## src/rtl/wb_stage_ctrl.sv

```systemverilog
// wb_stage_ctrl -- memory-access / write-back stage controller.
//
// Takes one instruction at a time from upstream. ALU and jump results are
// written to the register file one cycle after acceptance. Loads and stores
// make a request on the data-memory port and wait for an acknowledge, with a
// bounded wait. Load data is extended by access size before write-back.
//
// Optional feature macro: WB_LOAD_FWD_EN adds fwd_pend / fwd_rd, which flag a
// load whose destination register has not been written yet.
//
// Ports
//   clk, rst_n          rising-edge clock, asynchronous active-low reset
//   in_valid/in_ready   upstream handshake
//   in_inst             instruction word (opcode, funct3, rd)
//   in_alu              ALU result, also the memory address
//   in_rs2              store data
//   in_pc4              PC+4, written back for jumps
//   flush               discard the in-flight instruction
//   dmem_*              data-memory request/response
//   rf_we/waddr/wdata   register-file write port
//   timeout_err         sticky flag, set when a memory access times out
//   fwd_pend, fwd_rd    (WB_LOAD_FWD_EN only) pending load destination
module wb_stage_ctrl #(
  parameter int XLEN        = 32,
  parameter int ACK_TIMEOUT = 15
) (
  input  logic            clk,
  input  logic            rst_n,
  input  logic            in_valid,
  output logic            in_ready,
  input  logic [31:0]     in_inst,
  input  logic [XLEN-1:0] in_alu,
  input  logic [XLEN-1:0] in_rs2,
  input  logic [XLEN-1:0] in_pc4,
  input  logic            flush,
  output logic            dmem_req,
  output logic            dmem_we,
  output logic [1:0]      dmem_size,
  output logic [XLEN-1:0] dmem_addr,
  output logic [XLEN-1:0] dmem_wdata,
  input  logic            dmem_ack,
  input  logic [XLEN-1:0] dmem_rdata,
  output logic            rf_we,
  output logic [4:0]      rf_waddr,
  output logic [XLEN-1:0] rf_wdata,
  output logic            timeout_err
`ifdef WB_LOAD_FWD_EN
  ,
  output logic            fwd_pend,
  output logic [4:0]      fwd_rd
`endif
);

  // Counter only has to hold 0 .. ACK_TIMEOUT-1.
  localparam int CW = (ACK_TIMEOUT < 2) ? 1 : $clog2(ACK_TIMEOUT);

  typedef enum logic [1:0] {S_IDLE, S_MEM, S_WB} state_t;

  state_t          r_state, w_state_next;
  logic [CW-1:0]   r_cnt, w_cnt_next;
  logic            r_terr, w_terr_next;
  logic            r_req, w_req_next;
  logic            r_dwe, w_dwe_next;
  logic [1:0]      r_size, w_size_next;
  logic [XLEN-1:0] r_addr, w_addr_next;
  logic [XLEN-1:0] r_wdata, w_wdata_next;
  logic            r_is_load, w_is_load_next;
  logic [2:0]      r_lf3, w_lf3_next;
  logic [4:0]      r_rd, w_rd_next;
  logic            r_flushed, w_flushed_next;
  logic            r_rf_we, w_rf_we_next;
  logic [XLEN-1:0] r_rf_wdata, w_rf_wdata_next;

  logic [4:0]      w_opc;
  logic [2:0]      w_f3;
  logic [4:0]      w_rd;
  logic            w_is_alu, w_is_jmp, w_ld_ok, w_st_ok;
  logic            w_accept, w_tmo;
  logic [XLEN-1:0] w_ext;
  logic            w_unused;

  assign w_opc = in_inst[6:2];
  assign w_f3  = in_inst[14:12];
  assign w_rd  = in_inst[11:7];
  assign w_unused = ^{in_inst[31:15], in_inst[1:0]};

  assign w_is_alu = (w_opc == 5'b01100) || (w_opc == 5'b00100);
  assign w_is_jmp = (w_opc == 5'b11011) || (w_opc == 5'b11001);
  // Loads/stores with an illegal funct3 fall through to "retire, no write".
  assign w_ld_ok  = (w_opc == 5'b00000) &&
                    ((w_f3 == 3'b000) || (w_f3 == 3'b001) || (w_f3 == 3'b010) ||
                     (w_f3 == 3'b100) || (w_f3 == 3'b101) ||
                     ((XLEN == 64) && ((w_f3 == 3'b011) || (w_f3 == 3'b110))));
  assign w_st_ok  = (w_opc == 5'b01000) &&
                    ((w_f3 == 3'b000) || (w_f3 == 3'b001) || (w_f3 == 3'b010) ||
                     ((XLEN == 64) && (w_f3 == 3'b011)));

  assign in_ready = rst_n && (r_state == S_IDLE) && !flush;
  assign w_accept = in_valid && in_ready;
  // Last no-ack MEM cycle; an ack arriving in this same cycle still wins.
  assign w_tmo    = (r_state == S_MEM) && !dmem_ack && (r_cnt == CW'(ACK_TIMEOUT - 1));

  always_comb begin
    w_ext = dmem_rdata;
    case (r_lf3)
      3'b000:  w_ext = XLEN'($signed(dmem_rdata[7:0]));
      3'b001:  w_ext = XLEN'($signed(dmem_rdata[15:0]));
      3'b010:  w_ext = XLEN'($signed(dmem_rdata[31:0]));
      3'b100:  w_ext = XLEN'(dmem_rdata[7:0]);
      3'b101:  w_ext = XLEN'(dmem_rdata[15:0]);
      3'b110:  w_ext = XLEN'(dmem_rdata[31:0]);
      default: w_ext = dmem_rdata;
    endcase
  end

  always_comb begin
    w_state_next    = r_state;
    w_cnt_next      = r_cnt;
    w_terr_next     = r_terr;
    w_req_next      = r_req;
    w_dwe_next      = r_dwe;
    w_size_next     = r_size;
    w_addr_next     = r_addr;
    w_wdata_next    = r_wdata;
    w_is_load_next  = r_is_load;
    w_lf3_next      = r_lf3;
    w_rd_next       = r_rd;
    w_flushed_next  = r_flushed;
    w_rf_we_next    = 1'b0;
    w_rf_wdata_next = '0;
    case (r_state)
      S_IDLE: begin
        if (w_accept) begin
          w_rd_next      = w_rd;
          w_flushed_next = 1'b0;
          if (w_ld_ok || w_st_ok) begin
            w_state_next   = S_MEM;
            w_cnt_next     = '0;
            w_req_next     = 1'b1;
            w_dwe_next     = w_st_ok;
            w_size_next    = w_f3[1:0];
            w_addr_next    = in_alu;
            w_wdata_next   = w_st_ok ? in_rs2 : '0;
            w_is_load_next = w_ld_ok;
            w_lf3_next     = w_f3;
          end else begin
            w_state_next = S_WB;
            w_rf_we_next = (w_is_alu || w_is_jmp) && (w_rd != 5'd0);
            if (w_rf_we_next)
              w_rf_wdata_next = w_is_alu ? in_alu : in_pc4;
          end
        end
      end
      S_MEM: begin
        if (flush)
          w_flushed_next = 1'b1;
        if (dmem_ack || w_tmo) begin
          w_req_next   = 1'b0;
          w_dwe_next   = 1'b0;
          w_size_next  = 2'b00;
          w_addr_next  = '0;
          w_wdata_next = '0;
        end
        if (dmem_ack) begin
          if (r_is_load) begin
            // Flushed loads still pass through WB, just without a write.
            w_state_next = S_WB;
            w_rf_we_next = !(r_flushed || flush) && (r_rd != 5'd0);
            if (w_rf_we_next)
              w_rf_wdata_next = w_ext;
          end else begin
            w_state_next = S_IDLE;
          end
        end else if (w_tmo) begin
          w_state_next = S_IDLE;
          w_terr_next  = 1'b1;
        end else begin
          w_cnt_next = r_cnt + 1'b1;
        end
      end
      default: begin
        w_state_next = S_IDLE;
      end
    endcase
  end

  always_ff @(posedge clk or negedge rst_n) begin
    if (!rst_n) begin
      r_state    <= S_IDLE;
      r_cnt      <= '0;
      r_terr     <= 1'b0;
      r_req      <= 1'b0;
      r_dwe      <= 1'b0;
      r_size     <= 2'b00;
      r_addr     <= '0;
      r_wdata    <= '0;
      r_is_load  <= 1'b0;
      r_lf3      <= 3'b000;
      r_rd       <= 5'd0;
      r_flushed  <= 1'b0;
      r_rf_we    <= 1'b0;
      r_rf_wdata <= '0;
    end else begin
      r_state    <= w_state_next;
      r_cnt      <= w_cnt_next;
      r_terr     <= w_terr_next;
      r_req      <= w_req_next;
      r_dwe      <= w_dwe_next;
      r_size     <= w_size_next;
      r_addr     <= w_addr_next;
      r_wdata    <= w_wdata_next;
      r_is_load  <= w_is_load_next;
      r_lf3      <= w_lf3_next;
      r_rd       <= w_rd_next;
      r_flushed  <= w_flushed_next;
      r_rf_we    <= w_rf_we_next;
      r_rf_wdata <= w_rf_wdata_next;
    end
  end

  assign dmem_req    = r_req;
  assign dmem_we     = r_dwe;
  assign dmem_size   = r_size;
  assign dmem_addr   = r_addr;
  assign dmem_wdata  = r_wdata;
  assign timeout_err = r_terr;
  // A flush arriving during the WB cycle itself still cancels the write.
  assign rf_we    = r_rf_we && !flush;
  assign rf_waddr = rf_we ? r_rd : 5'd0;
  assign rf_wdata = rf_we ? r_rf_wdata : '0;

`ifdef WB_LOAD_FWD_EN
  logic r_fwd;

  // Set for a load with rd!=0 from acceptance through its WB cycle.
  always_ff @(posedge clk or negedge rst_n) begin
    if (!rst_n)
      r_fwd <= 1'b0;
    else if (w_accept)
      r_fwd <= w_ld_ok && (w_rd != 5'd0);
    else if (flush || w_tmo || (r_state == S_WB))
      r_fwd <= 1'b0;
  end

  assign fwd_pend = r_fwd && !flush;
  assign fwd_rd   = fwd_pend ? r_rd : 5'd0;
`endif

endmodule

```

## config.mk

```make
export PLATFORM = sky130hd
export DESIGN_NAME = wb_stage_ctrl
export DESIGN_NICKNAME = d
export VERILOG_FILES = /design/src/rtl/wb_stage_ctrl.sv
export SDC_FILE = /design/constraint.sdc
export NUM_CORES = 1
export LEC_CHECK = 0
export CAP_MARGIN = 0
export CORE_AREA = 2 2 126 104
export DETAILED_ROUTE_END_ITERATION = 10
export DIE_AREA = 0 0 128 106
export PLACE_DENSITY = 0.82
export SLEW_MARGIN = 20
export SYNTH_ARGS = -nofsm -noshare
export SYNTH_HDL_FRONTEND = slang
export SYNTH_SLANG_ARGS = --single-unit
```

## constraint.sdc

```tcl
create_clock -name clk -period 4.3 [get_ports clk]
set_input_delay 0.645 -clock clk [delete_from_list [all_inputs] [get_ports clk]]
set_output_delay 0.645 -clock clk [all_outputs]
set_load 0.02 [all_outputs]
```

After elaboration in Yosys (flattened, before gate mapping)
Cells that the tools add are included.
Word-level totals
  register bits: 118
  bits in latches: 0
  bits in writable memories: 0
  memory bits (read-only): 0
  input port bits: 165
  output and inout port bits: 108
  word-level logic and storage cells: 123
  memories: 0
Operators by class
  add/subtract/negate cells: 1
  multipliers: 0
  div/mod/pow operators: 0
  magnitude comparators: 0
  equality and inequality tests: 21
  shifts and indexed selects: 0
  mux-type cells: 49
  bitwise logic cells: 1
  reductions and logical operators: 37
Operators with widths (count)
  $mux W32: 14
  $pmux W32 S2: 3
  $pmux W32 S4: 1
  $mux W2: 8
  $mux W4: 4
  $eq A3 B3 Y1 const B: 4
  $mux W1: 11
  $eq A5 B4 Y1 const B: 2
  $eq A5 B5 Y1 const B: 2
  $logic_and A1 B1 Y1: 10
  $logic_or A1 B1 Y1: 10
  $reduce_bool A5 Y1: 2
  $reduce_and A3 Y1: 3
  $ne A2 B2 Y1 const B: 4
  $pmux W1 S2: 4
  $pmux W2 S2: 2
  $pmux W4 S2: 1
  $eq A3 B1 Y1 const B: 2
  $logic_not A3 Y1: 2
  $eq A5 B3 Y1 const B: 1
  $logic_not A5 Y1: 1
  $mux W5: 1
  $reduce_and A5 Y1: 1
  $add A4 B1 Y4 const B: 1
  11 further kinds: 15

Depth between registers and ports, before layout
  depth after elaboration: 10
  mapped depth: 8
  mapped depth without buffers: 6

Least setup slack after synthesis
OpenSTA, ideal clock, no wires.
  path kind: input -> register
  start: input flush
  end: register r_lf3[0]
  setup time: 0.125 ns
  arrival time: 1.998 ns
  data required time: 4.175 ns
  setup slack: 2.178 ns
  stages: 5
  path buffers: 1
  path through: nor4b_4 nand4_4 nor2_2 buf_4 mux2_2
Between the ends
  longest elaborated chain between the ends: 4
RTL lines
  start: declaration: line 35  | input logic flush,
  $logic_not A1 Y1: line 98  | assign in_ready = rst_n && (r_state == S_IDLE) && !flush;
  $logic_and A1 B1 Y1: line 98
  $logic_and A1 B1 Y1: line 99  | assign w_accept = in_valid && in_ready;
  $reduce_and A3 Y1 (no line)
  end signal: assignment: line 213  | r_lf3 <= w_lf3_next;
  end: declaration: line 68  | logic [2:0] r_lf3, w_lf3_next;
No other way between the ends.
A chain may end at the register's enable or synchronous reset.

Worst setup path in the final report
  start: input flush
  end: output rf_waddr[1]
Between the ends
  longest elaborated chain between the ends: 3
RTL lines
  $logic_not A1 Y1: line 228  | assign rf_we = r_rf_we && !flush;
  $logic_and A1 B1 Y1: line 228
  $mux W5: line 229  | assign rf_waddr = rf_we ? r_rd : 5'd0;
  end: declaration: line 44  | output logic [4:0] rf_waddr,
No other way between the ends.

==> results_dict.tcl <==
set metrics [dict create \
    gp_congestion 0.825 \
    clock_path_buffers 2 \
    ff2ff_path_depth 7 \
    cp_top_family "buffers and inverters" \
    cp-start-kind "input pin" \
    async_reset_ff_share_pct 100 \
    grt_pass1_vias 4642 \
    total_leakage_power_nw 3.76 \
    synth_top_area_share_pct 56.8 \
    drive_above_1_share_pct 9.06 \
    port-buffer-count 253 \
    grt_setup_unrepaired "false" \
    nets 838 \
    crit_type "input pin to output port" \
    post-place-ws_ns 1.13 \
    synth_area_leaders "dfrtp_1 57%, a22o_1 11%, mux2i_1 6.5%, and2_1 4.6%, nor2b_1 2.2%" \
    critPathRequiredTime_ns 3.65 \
    fmax_mhz 332 \
    slew-limit-headroom_pct 32.2 \
    report.final.hold_viol_count 0 \
    ctsHoldBuffers 0 \
    finalSetupTns_ns 0 \
    path_buf_inv 3 \
    worst_slew_pin_slew_ns 1.02 \
    grt_usage_pct 23.4 \
    arrival_ns 2.37 \
    dp_hpwl_um 11200 \
    grt_overflow 0 \
    cts.htree.levels 4 \
    rows 37 \
    cts-resized-gates 0 \
    reg2reg_to "dmem_wdata[15]" \
    ios 273 \
    slowest_stage "clkdlybuf4s50_1" \
    area_delta_synth_final_pct 62.0 \
    seqPwrFrac_pct 39.7 \
    clock_latency_ns 0.41 \
    drtIter0Drc 255 \
    synth.avg_cell_area_um2 12.3 \
    peakVddDrop_uv 262 \
    syn-cell-area_mm2 0.00520 \
    cts.sinks 118 \
    antenna_found_initial 0 \
    place_inst 808 \
    grt_max_degree 85 \
    clock_power_share_pct 47.0 \
    grt_pass1_wl_um 24400 \
    crit_fanout 21 \
    worst_slack_ns 1.29 \
    r2r-start "r_cnt[0]" \
    synth_cells 422 \
    diodes 0 \
    p_sw_mw 0.751 \
    setup_viol 0 \
    min-delay-path-class "input pin to asynchronous set/reset pin" \
    die_h_um 106 \
    synth-seq-cells 118 \
    fin_skew_ns 0.0172 \
    path_cells "clkdlybuf4s50_1 -> nor2b_2 -> buf_4 -> and2_1 -> clkdlybuf4s50_1" \
    initial_core_util_pct 41.9 \
    rrSetupSlack_ns 1.72 \
    ant_nets 0 \
    crit_cells 5 \
    dieWidth_um 128 \
    status "finished clean" \
    core_area_mm2 0.0124 \
    fin_cells 840 \
    swShare_pct 24.7 \
    avgViaCountPerCell 5.33 \
    cp-endpoint "rf_waddr[1]" \
    ys_types 46 \
    p_total_mw 3.04 \
    synth_warnings 0 \
    drv_cap 0 \
    synthTopCellsByCount "118 x dfrtp_1, 66 x a22o_1, 38 x and2_1" \
    power.density_mw_per_mm2 361 \
    min_period_over_period_pct 70.1 \
    routedWlPerCell_um 19.0 \
    cp-startpoint "flush" \
    synth_flop_cell "dfrtp_1" \
    critPathMaxStageDelay_ns 0.63 \
    min_period_ns 3.01 \
    first_pass_iters 4 \
    syn_nets 589 \
    cts_tree "built" \
    clkTransAtPathRegs_ns 0.06 \
    numCtsBuffers 17 \
    synth_edf_count 0 \
    combPwrFrac_pct 13.3 \
    internal_power_mw 2.29 \
    drc 0 \
    crit_path_end_kind "output port" \
    synth.most_common_cell "dfrtp_1" \
    drt-total-wl_um 16000 \
    critPathMostFrequentCell "clkdlybuf4s50_1" \
    seq_area_frac_synth_pct 56.8 \
    maxSlewViolCount 0 \
    synth_largest_area_cell "dfrtp_1" \
    dieArea_mm2 0.0136 \
    cts-root-buf "clkbuf_16" \
    vias 4477 \
    cts_setup_buffers 0 \
]
==> how the worst min path moves through the flow <==
stage                startpoint            to  slack (ns)  cells after the start
finish                    rst_n    r_state[1]        0.21                      1
global route              rst_n       r_rd[3]        0.24                      1
CTS                       rst_n    r_state[1]        0.21                      1
detailed placement  timeout_err   timeout_err        0.46                      1
global placement       dmem_req      dmem_req        0.46                      1
floorplan                 rst_n  dmem_addr[0]        0.35                      0
==> cells by family after synthesis <==
| group | share of synthesized area [%] |
|---|---|
| xor gates and xnor gates | 0.337 |
| buffers and inverters | 3.51 |
| muxes | 8.28 |
| AOI/OAI and AO/OA | 19.2 |
| DFF | 56.8 |
| and+or+nand+nor | 11.4 |
| adders and majority gates | 0.481 |
==> area by class of cell <==
cell class	count	area (µm²)
fill	900	3980
sequential	118	2950
timing repair buffer	260	2590
multi-input combinational	271	2080
clock buffer	18	439
tap	156	195
clock inverter	14	160
inverter	3	11.3
==> worst register-to-register path, stage by stage (launching register included) <==
cell	delay (ns)
dfrtp_1	0.42
inv_1	0.09
ha_1	0.17
nand3_1	0.15
a221oi_1	0.37
nand2_2	0.51
buf_4	0.46
a22o_1	0.30
==> routing by layer <==
| layer | GRT usage, % | vias to the layer above | wire length [µm] |
|---|---|---|---|
| li1 | - | 2058 | - |
| met1 | 29.3 | 2208 | 6700 |
| met2 | 39.2 | 198 | 7880 |
| met3 | 7.15 | 13 | 1210 |
| met4 | 7.30 | 0 | 180 |
| met5 | 0 | - | 0 |
==> stage by stage <==
step / instance area [µm²] / hold slack [ns] / util, %
floorplan: 5200 / 0.349 / -
global placement: 7820 / 0.462 / 63.0
detailed placement: 7820 / 0.455 / 63.0
CTS: 8420 / 0.212 / 67.8
global route: 8430 / 0.236 / 67.9
finish: 8430 / 0.209 / 67.9
==> sequential cells by signal, indices dropped and copies added, names as in the netlist <==
register	cells
dmem_addr	32
dmem_req	1
dmem_size	2
dmem_wdata	32
dmem_we	1
r_cnt	4
r_flushed	1
r_is_load	1
r_lf3	3
r_rd	5
r_rf_wdata	32
r_rf_we	1
r_state	2
timeout_err	1
==> placed cells by master, fill, tap and decap left out, types with 2 or more instances in the layout <==
cell type	count
dfrtp_1	118
clkdlybuf4s50_1	252
inv_1	3
clkbuf_16	17
bufinv_16	2
mux2i_1	34
ha_1	2
o22ai_1	17
o21ai_1	13
nand2_2	3
o21ai_0	14
mux2_2	8
a221oi_1	2
inv_6	7
buf_4	7
o21a_1	9
clkinvlp_4	4
nand2_1	12
xor2_1	2
nor2_1	5
and2_1	38
nor2b_1	17
a21o_1	2
a22o_1	66
nand3_1	4
==> power by group through the flow <==
stage,registers (mW),clock network (mW),logic (mW)
after floorplan,1.26,0,0.0981
after global placement,1.22,0,0.398
after detailed placement,1.22,0,0.405
after CTS,1.21,1.45,0.407
after global routing,1.21,1.50,0.431
final,1.21,1.43,0.404
Note: power is estimated with default switching activity, not from simulation.
